[src/rtl/cdb_arbiter_pkg.sv]
// cdb_arbiter_pkg: shared widths, source ids and helpers for the CDB arbiter slice.
package cdb_arbiter_pkg;
    localparam int N_SRC_D = 2;
    localparam int DEPTH_D = 4;
    localparam int ROB_W_D = 5;
    localparam int DAT_W_D = 32;

    typedef enum logic {
        SRC_ALU = 1'b0,
        SRC_LSB = 1'b1
    } src_id_e;

    // Bus entry is packed {cbt, cbr, v, q}, tag in the LSBs.
    function automatic int ent_w(input int rob_w, input int dat_w);
        return rob_w + dat_w + 1 + dat_w;
    endfunction

    function automatic int rr_next(input int p, input int n);
        return (p + 1) % n;
    endfunction
endpackage

[src/rtl/cdb_arbiter_src_fifo.sv]
// cdb_src_fifo: per-source result FIFO with flush, almost-full flag and drop-on-full.
module cdb_src_fifo #(
    parameter int W     = 8,
    parameter int DEPTH = 4
) (
    input  logic         clk,
    input  logic         rst,
    input  logic         en,
    input  logic         flush,
    input  logic         push,
    input  logic         pop,
    input  logic [W-1:0] din,
    output logic [W-1:0] head,
    output logic         empty,
    output logic         almost_full,
    output logic         drop
);
    localparam int AW = $clog2(DEPTH);
    localparam int CW = AW + 1;

    logic [W-1:0]  mem [DEPTH];
    logic [AW-1:0] rd_ptr, wr_ptr;
    logic [CW-1:0] count;
    logic          wr;

    // A full FIFO refuses the push even when it pops in the same cycle.
    assign wr          = push & (count != CW'(DEPTH));
    assign drop        = push & ~wr;
    assign empty       = count == '0;
    assign almost_full = count >= CW'(DEPTH - 1);
    assign head        = mem[rd_ptr];

    always_ff @(posedge clk) begin
        if (en && !flush && wr) mem[wr_ptr] <= din;
    end

    always_ff @(posedge clk or posedge rst) begin
        if (rst) begin
            rd_ptr <= '0;
            wr_ptr <= '0;
            count  <= '0;
        end else if (en) begin
            if (flush) begin
                rd_ptr <= '0;
                wr_ptr <= '0;
                count  <= '0;
            end else begin
                wr_ptr <= wr_ptr + AW'(wr);
                rd_ptr <= rd_ptr + AW'(pop);
                count  <= count + CW'(wr) - CW'(pop);
            end
        end
    end
endmodule

[src/rtl/cdb_arbiter.sv]
// cdb_arbiter: round-robin sharing of the common data bus among result producers,
// each backed by a small FIFO with same-cycle bypass when empty.
module cdb_arbiter
    import cdb_arbiter_pkg::*;
#(
    parameter int N_SRC = N_SRC_D,
    parameter int DEPTH = DEPTH_D,
    parameter int ROB_W = ROB_W_D,
    parameter int DAT_W = DAT_W_D
) (
    input  logic                   clk,
    input  logic                   rst,
    input  logic                   en,
    input  logic                   br_flag,
    input  logic [N_SRC-1:0]       src_en_i,
    input  logic [N_SRC*ROB_W-1:0] src_q_i,
    input  logic [N_SRC*DAT_W-1:0] src_v_i,
    input  logic [N_SRC-1:0]       src_cbr_i,
    input  logic [N_SRC*DAT_W-1:0] src_cbt_i,
    output logic [N_SRC-1:0]       src_full_o,
    output logic                   cdb_en_o,
    output logic [ROB_W-1:0]       cdb_q_o,
    output logic [DAT_W-1:0]       cdb_v_o,
    output logic                   cdb_cbr_o,
    output logic [DAT_W-1:0]       cdb_cbt_o,
    output logic                   ovf_o
);
    localparam int EW = ent_w(ROB_W, DAT_W);
    localparam int IW = (N_SRC > 1) ? $clog2(N_SRC) : 1;

    logic [EW-1:0]    in_ent [N_SRC];
    logic [EW-1:0]    head   [N_SRC];
    logic [N_SRC-1:0] empty, push, pop, drop;
    logic [IW-1:0]    rr_ptr, sel, idx;
    logic             gnt;
    logic [EW-1:0]    win;

    for (genvar i = 0; i < N_SRC; i++) begin : g_src
        assign in_ent[i] = {src_cbt_i[i*DAT_W +: DAT_W], src_cbr_i[i],
                            src_v_i[i*DAT_W +: DAT_W], src_q_i[i*ROB_W +: ROB_W]};
        // An input only bypasses when its FIFO is empty, so per-source order holds.
        assign push[i] = src_en_i[i] & ~(gnt & (sel == IW'(i)) & empty[i]);
        assign pop[i]  = gnt & (sel == IW'(i)) & ~empty[i];
        cdb_src_fifo #(.W(EW), .DEPTH(DEPTH)) u_fifo (
            .clk         (clk),
            .rst         (rst),
            .en          (en),
            .flush       (br_flag),
            .push        (push[i]),
            .pop         (pop[i]),
            .din         (in_ent[i]),
            .head        (head[i]),
            .empty       (empty[i]),
            .almost_full (src_full_o[i]),
            .drop        (drop[i])
        );
    end

    always_comb begin
        gnt = 1'b0;
        sel = '0;
        idx = '0;
        for (int k = 0; k < N_SRC; k++) begin
            idx = IW'((int'(rr_ptr) + k) % N_SRC);
            if (!gnt && (!empty[idx] || src_en_i[idx])) begin
                gnt = 1'b1;
                sel = idx;
            end
        end
        win = empty[sel] ? in_ent[sel] : head[sel];
    end

    always_ff @(posedge clk or posedge rst) begin
        if (rst) begin
            rr_ptr    <= '0;
            cdb_en_o  <= 1'b0;
            cdb_q_o   <= '0;
            cdb_v_o   <= '0;
            cdb_cbr_o <= 1'b0;
            cdb_cbt_o <= '0;
            ovf_o     <= 1'b0;
        end else if (en) begin
            if (br_flag) begin
                cdb_en_o <= 1'b0;
            end else begin
                cdb_en_o <= gnt;
                if (|drop) ovf_o <= 1'b1;
                if (gnt) begin
                    rr_ptr    <= IW'(rr_next(int'(sel), N_SRC));
                    cdb_q_o   <= win[ROB_W-1:0];
                    cdb_v_o   <= win[ROB_W +: DAT_W];
                    cdb_cbr_o <= win[ROB_W+DAT_W];
                    cdb_cbt_o <= win[EW-1 -: DAT_W];
                end
            end
        end
    end
endmodule

[config.mk]
export PLATFORM = sky130hd
export DESIGN_NAME = cdb_arbiter
export DESIGN_NICKNAME = d
export VERILOG_FILES = /design/src/rtl/cdb_arbiter_pkg.sv /design/src/rtl/cdb_arbiter_src_fifo.sv /design/src/rtl/cdb_arbiter.sv
export SDC_FILE = /design/constraint.sdc
export NUM_CORES = 1
export LEC_CHECK = 0
export ABC_AREA = 0
export BUFFER_PORTS_ARGS = -buffer_cell sky130_fd_sc_hd__buf_2
export CAP_MARGIN = 40
export CORE_UTILIZATION = 59
export DETAILED_ROUTE_END_ITERATION = 16
export PLACE_DENSITY = 0.77
export SLEW_MARGIN = 20
export SYNTH_ARGS = -nofsm -noshare
export SYNTH_HDL_FRONTEND = slang
export SYNTH_SLANG_ARGS = --single-unit
[constraint.sdc]
create_clock -name clk -period 11.1 [get_ports clk]
set_clock_uncertainty 0.15 [all_clocks]
set_input_delay 0.555 -clock clk [delete_from_list [all_inputs] [get_ports clk]]
set_output_delay 0.555 -clock clk [all_outputs]
set_load 0.005 [all_outputs]
==> run metrics, run 1 <==
WHS=45.82 ps; status=finished clean; number of routed nets with antenna violations=0; Synth top cells by count=edfxtp_1 (560), mux4_2 (140), dfrtp_1 (87), nor2_1 (72); Post-synth top flop=edfxtp_1; initial antenna violation count=15; cts bufs inserted=66; arrival time worst endpoint=3780 ps; Multi-input gate area=5991 um2; clk_lat worst skew=590 ps; Hold Path Cell Cnt=1; # fillers=2,651; synthesized area=25,390 um2; IO Port Bufs=219; Sink Count=approximately 650; startpoint types=register; setup_tns=0 ps; CTS tree=built; Critical Path Max Stage Delay=620 ps; worst path cell trace=o41ai_1, and2_4, buf_16, ha_1, inv_1, ha_1, inv_1, fa_1, o2bb2ai_1; via count=14,236; Setup WS pre-CTS=7432 ps; EDFF count, synth=560; cell count after placement=2,025; top-count cell post-synth=edfxtp_1; routed len/inst=27.87 um; DR DRC count=0; post-CTS setup buffers=0; share of cells above drive strength 1=31.43%; Die X=209.4 um; CP startpoint=g_src[1].u_fifo.count[1]; placer congestion estimate=between 0.7 and 0.8; worst vdd ir=between 0.2 and 0.25 mV; Worst Setup Path Type=register to register; crit-path max FO=between 40 and 50; dpl hpwl=approximately 35 mm; P_leak=9.869 nW; Synth Register Bits=around 650; FP Rows=75; Rel. slew slack=a little over two fifths; CP required=11,440 ps; vias in the first global route=14,684; Fin. Hold Viols=0; global route overflow=0; Clock Tree Root=clkbuf_16; die area=~44,000 um2; post-synthesis sequential area ratio=74.82%; PD cells=241.0 nW/um2; cell taking the most area after synthesis=edfxtp_1; crit end category=register; Vias/cell=6.585; yosys warns=0; final cycle utilization of the critical path=a little under a third; initial drt markers=1,707; Core ar.=42,230 um2; Mapped Cells=1,324; slowest CP cell=o41ai_1; final setup margin=7660 ps; worst r2r src=g_src[1].u_fifo.count[1]; Worst Reg-to-Reg Cells=9; total power=7.100 mW; max-slew violation count=0; clk buf depth=3; Mean Syn Cell Area=19.17 um2; hold_buf cts=1; Unique masters post-synth=40; number of max-cap violations=0; H-tree levels=3; initial core utilization=approximately 60%; TritonRoute pass-1 iters=6; Hold Path Class=input port to register; Top Ports=220; Syn-to-layout area delta=16.06%; # setup viols final=0; CTS resizes=0; Slew @ Worst Pin=859.3 ps; largest net degree at the start of global routing=59; min Tclk post-route=3440 ps; Die Ht=209.4 um; hold wc startpoint=src_v_i[29]; Worst-path clk slew=about 60 ps; Max Fclk=0.2907 GHz; top cell type's share of synthesized area=66.24%; first-pass GRT wire length=90.60 mm; Final Non-Filler Cells=2,162; gr usage total=28.21%; RSZ-0062 raised after global routing=false; Synthesized Nets=1,482; Synth async-reset ratio=13.45%; final WL=60.26 mm; top cells by area, synth=edfxtp_1 (66%), mux4_2 (12%), dfrtp_1 (8.6%), a221oi_1 (2.3%), a22oi_1 (2.1%); nets@finish=approximately 1,700; Reg area=approximately 19,000 um2
-- per-stage QoR --
| stage | util [%] | cell area, um2 |
|---|---|---|
| after floorplan | - | 25390 |
| after global placement | 64.04 | 27040 |
| after detailed placement | 64.50 | 27240 |
| after CTS | 69.54 | 29370 |
| after global routing | 69.75 | 29450 |
| final | 69.77 | 29460 |
-- placed cells by master (no fill, tap or decap), types with 13 or more instances in the layout --
cell type	Yosys	layout
nor2_1	72	72
nand2b_1	71	70
dfrtp_1	87	83
mux4_2	140	140
a22oi_1	71	71
clkbuf_1	35	29
a221oi_1	68	68
clkbuf_16	0	68
edfxtp_1	560	560
nand2_1	13	13
inv_1	16	15
buf_4	2	29
a21oi_1	69	69
buf_2	52	219
-- worst max-delay path: cells and delay by family (launching register included) --
kind                       cells  cell delay, ps
AOI/OAI and AO/OA              2             850
buffers and inverters          3             420
and+or+nand+nor                1             520
adders and majority gates      3             900
DFF                            1             490
-- flip-flops by register name, indices dropped and copies added (netlist names) --
| name | cells |
|---|---|
| cdb_v_o | 32 |
| rr_ptr | 1 |
| cdb_cbr_o | 1 |
| ovf_o | 1 |
| g_src.u_fifo.mem | 560 |
| cdb_cbt_o | 32 |
| cdb_en_o | 1 |
| g_src.u_fifo.wr_ptr | 4 |
| cdb_q_o | 5 |
| g_src.u_fifo.count | 6 |
| g_src.u_fifo.rd_ptr | 4 |
-- per-layer routing --
layer	wire length, um	global-route usage (%)	vias up
li1	-	-	5928
met1	23070	38.80	7443
met2	30230	45.48	741
met4	1707	11.11	12
met5	73	0	-
met3	5173	5.252	112
-- final cells by class --
class                           count  area share (%)
Antenna cell                       10         0.08493
Timing Repair Buffer              259           5.376
Sequential cell                   647           64.51
Inverter                           16          0.2123
Clock inverter                     20          0.8153
Tap cell                          539           2.289
Multi-Input combinational cell    569           20.33
Clock buffer                      102           6.378
-- cell families after synthesis --
logic type,Yosys count,share of synthesized area (%)
mux,140,12.42
xor+xnor,2,0.06901
fa+ha+maj,12,0.6506
compound gates,241,6.703
buf+inv,108,1.912
simple gates,174,3.430
flops,647,74.82
-- path summary, 6_finish.rpt --
| check | to | slack, ps |
|---|---|---|
| hold reg to reg | cdb_en_o | 330 |
| min in group asynchronous | cdb_cbt_o[1] | 380 |
| setup reg to reg | g_src[0].u_fifo.count[1] | 7660 |
| hold / removal | g_src[0].u_fifo.mem[0][34] | 50 |
| setup / recovery | g_src[0].u_fifo.count[1] | 7660 |
| max in group asynchronous | cdb_v_o[4] | 9360 |
-- power breakdown --
group / internal (mW) / switching, mW
registers: 2.89 / 0.223
clock network: 1.27 / 0.894
logic: 0.813 / 1.01
(Power assumes the default switching activity.)
==> run 2: changes to the inputs <==
--- a/config.mk
+++ b/config.mk
@@ -8,9 +8,9 @@
 export ABC_AREA = 0
 export BUFFER_PORTS_ARGS = -buffer_cell sky130_fd_sc_hd__buf_2
 export CAP_MARGIN = 40
-export CORE_UTILIZATION = 59
+export CORE_UTILIZATION = 54
 export DETAILED_ROUTE_END_ITERATION = 16
-export PLACE_DENSITY = 0.77
+export PLACE_DENSITY = 0.74
 export SLEW_MARGIN = 20
 export SYNTH_ARGS = -nofsm -noshare
 export SYNTH_HDL_FRONTEND = slang
==> constraint.sdc (replaced) <==
create_clock -name clk -period 2.8 [get_ports clk]
set_clock_uncertainty 0.15 [all_clocks]
set_input_delay 0.14 -clock clk [delete_from_list [all_inputs] [get_ports clk]]
set_output_delay 0.14 -clock clk [all_outputs]
set_load 0.005 [all_outputs]
==> run metrics, run 2 (synthesized netlist as in run 1, its figures left out) <==
IO Port Bufs=219; TritonRoute pass-1 iters=7; Hold Path Class=input port to register; cts bufs inserted=67; Critical Path Max Stage Delay=560 ps; first-pass GRT wire length=around 95 mm; placer congestion estimate=0.7877; max-slew violation count=0; CTS tree=built; crit-path max FO=7; largest net degree at the start of global routing=72; gr usage total=27.03%; global route overflow=0; Top Ports=220; power share of the clock group=30.7%; arrival time worst endpoint=between 2000 and 3000 ps; # setup viols final=0; Rel. slew slack=about two fifths; Vias/cell=6.280; Sw Share=30.10%; Layout Utilization=67.50%; Fin. Hold Viols=0; Pint=20.24 mW; Final Non-Filler Cells=2,381; combinational fraction of design power=27.3%; Worst Setup Path Type=register to register; Slew @ Worst Pin=between 800 and 900 ps; cell count after placement=2,104; switching power=8.716 mW; final cycle utilization of the critical path=93.66%; initial antenna violation count=7; status=finished clean; vias in the first global route=15,742; Buf/Inv on CP=3; clk buf depth=3; worst vdd ir=just under 0.9 mV; crit end category=register; final WL=roughly 63 mm; PD cells=923.3 nW/um2; Syn-to-layout area delta=23.52%; Worst-path clk slew=60 ps; worst path cell trace=nor4_2, buf_4, nor3_1, o31ai_2, inv_1, ha_1, nand3_1, o21a_1, o22ai_1, dlygate4sd3_1; Sink Count=between 600 and 700; routed len/inst=26.56 um; Max Fclk=roughly 0.38 GHz; number of max-cap violations=0; via count=about 15,000; dpl hpwl=34.35 mm; Top delay family on crit path=buffers and inverters; Reg with most FFs=g_src.u_fifo.mem; RSZ-0062 raised after global routing=false; commonest non-fill, non-tap cells in the layout=edfxtp_1 (560), buf_2 (219), dlygate4sd3_1 (147), mux4_2 (140), dfrtp_1 (82); Die Ht=218.8 um; die area=47,880 um2; Clock Tree Root=clkbuf_16; number of routed nets with antenna violations=0; share of cells above drive strength 1=29.94%; P_leak=about 11 nW; H-tree levels=3; top flop regs=g_src.u_fifo.mem (560), cdb_cbt_o (32), cdb_v_o (32); Die X=218.8 um; CP required=3130 ps; max FFs per register=560; most common library cell in the layout ignoring fill and taps=edfxtp_1; initial drt markers=1,625; DR DRC count=0; setup_tns=0 ps; clk_lat worst skew=roughly 600 ps; initial core utilization=54.65%; startpoint types=register; FP Rows=79; Core ar.=46,460 um2; min Tclk post-route=2623 ps; post-CTS setup buffers=0; nets@finish=between 1,500 and 2,000; slowest CP cell=dlygate4sd3_1; Reg power frac=42.0%
[run 2: cell types whose count changed in the layout (fill, tap and decap cells not counted), sizes merged]
cell / change
bufinv: +2
diode: -3
clkbuf: -10
buf: +8
clkinv: +8
dlygate4sd3: +146
inv: -1
clkinvlp: +1
[run 2: worst paths after layout]
path | from | end | slack (ps) | depth (start not counted)
worst max-delay path | g_src[0].u_fifo.count[1] | g_src[1].u_fifo.wr_ptr[1] | 180 | 10
worst min-delay path | src_cbt_i[38] | g_src[1].u_fifo.mem[2][44] | 160 | 2
worst max register to register | g_src[0].u_fifo.count[1] | g_src[1].u_fifo.wr_ptr[1] | 180 | 10
worst min register to register | ovf_o | ovf_o | 330 | 1
max in group asynchronous | rst | cdb_cbt_o[1] | 1510 | 5
min in group asynchronous | rst | cdb_v_o[1] | 420 | 4
[run 2: per-layer routing]
layer	vias to the layer above	routed length [um]	GRT usage [%]
met1	7772	24380	36.34
li1	6247	-	-
met5	-	25	0
met2	800	31790	44.35
met4	4	1804	10.07
met3	129	5232	5.059
[run 2: power groups by stage]
stage	registers, mW	logic (mW)	clock network (mW)
2_1_floorplan	12.1	4.95	0
3_3_place_gp	12.3	7.47	0
3_5_place_dp	12.4	7.64	0
4_1_cts	12.2	7.88	9.03
5_1_grt	12.3	8.43	9.35
6_report	12.2	7.89	8.89
[run 2: worst register-to-register path, stage by stage, from the launching register on]
cell	delay, ps
dfrtp_1	470
nor4_2	280
buf_4	180
nor3_1	60
o31ai_2	230
inv_1	100
ha_1	210
nand3_1	80
o21a_1	120
o22ai_1	70
dlygate4sd3_1	560
[run 2: final cells by class]
type	instances	area [um2]
diodes	7	17.52
clock buffers	92	1876
clock inverters	30	311.5
fillers	3027	15100
inverters	16	62.56
multi-input cells	569	6081
flip-flops and latches	647	19010
well taps	607	759.5
repair buffers	413	3241
[run 2: stage by stage]
step           setup slack, ps  total power [mW]  hold WS, ps  cell area, um2
3_3_place_gp             235.3             19.79        203.1           27640
6_report                 177.4             28.95        163.6           31360
5_1_grt                  41.42             30.06        164.9           31350
2_1_floorplan           -985.7             17.07        79.07           25510
4_1_cts                  125.6             29.08        120.9           31280
3_5_place_dp             205.2             20.00        195.1           27640
[run 2: what timing repair did]
| action | CTS | global route |
|---|---|---|
| hold buffers | 146 | 1 |
| setup endpoints to repair | 0 | 2 |
| endpoints found under the hold margin | 690 | 3 |
| gates resized for setup | 0 | 3 |
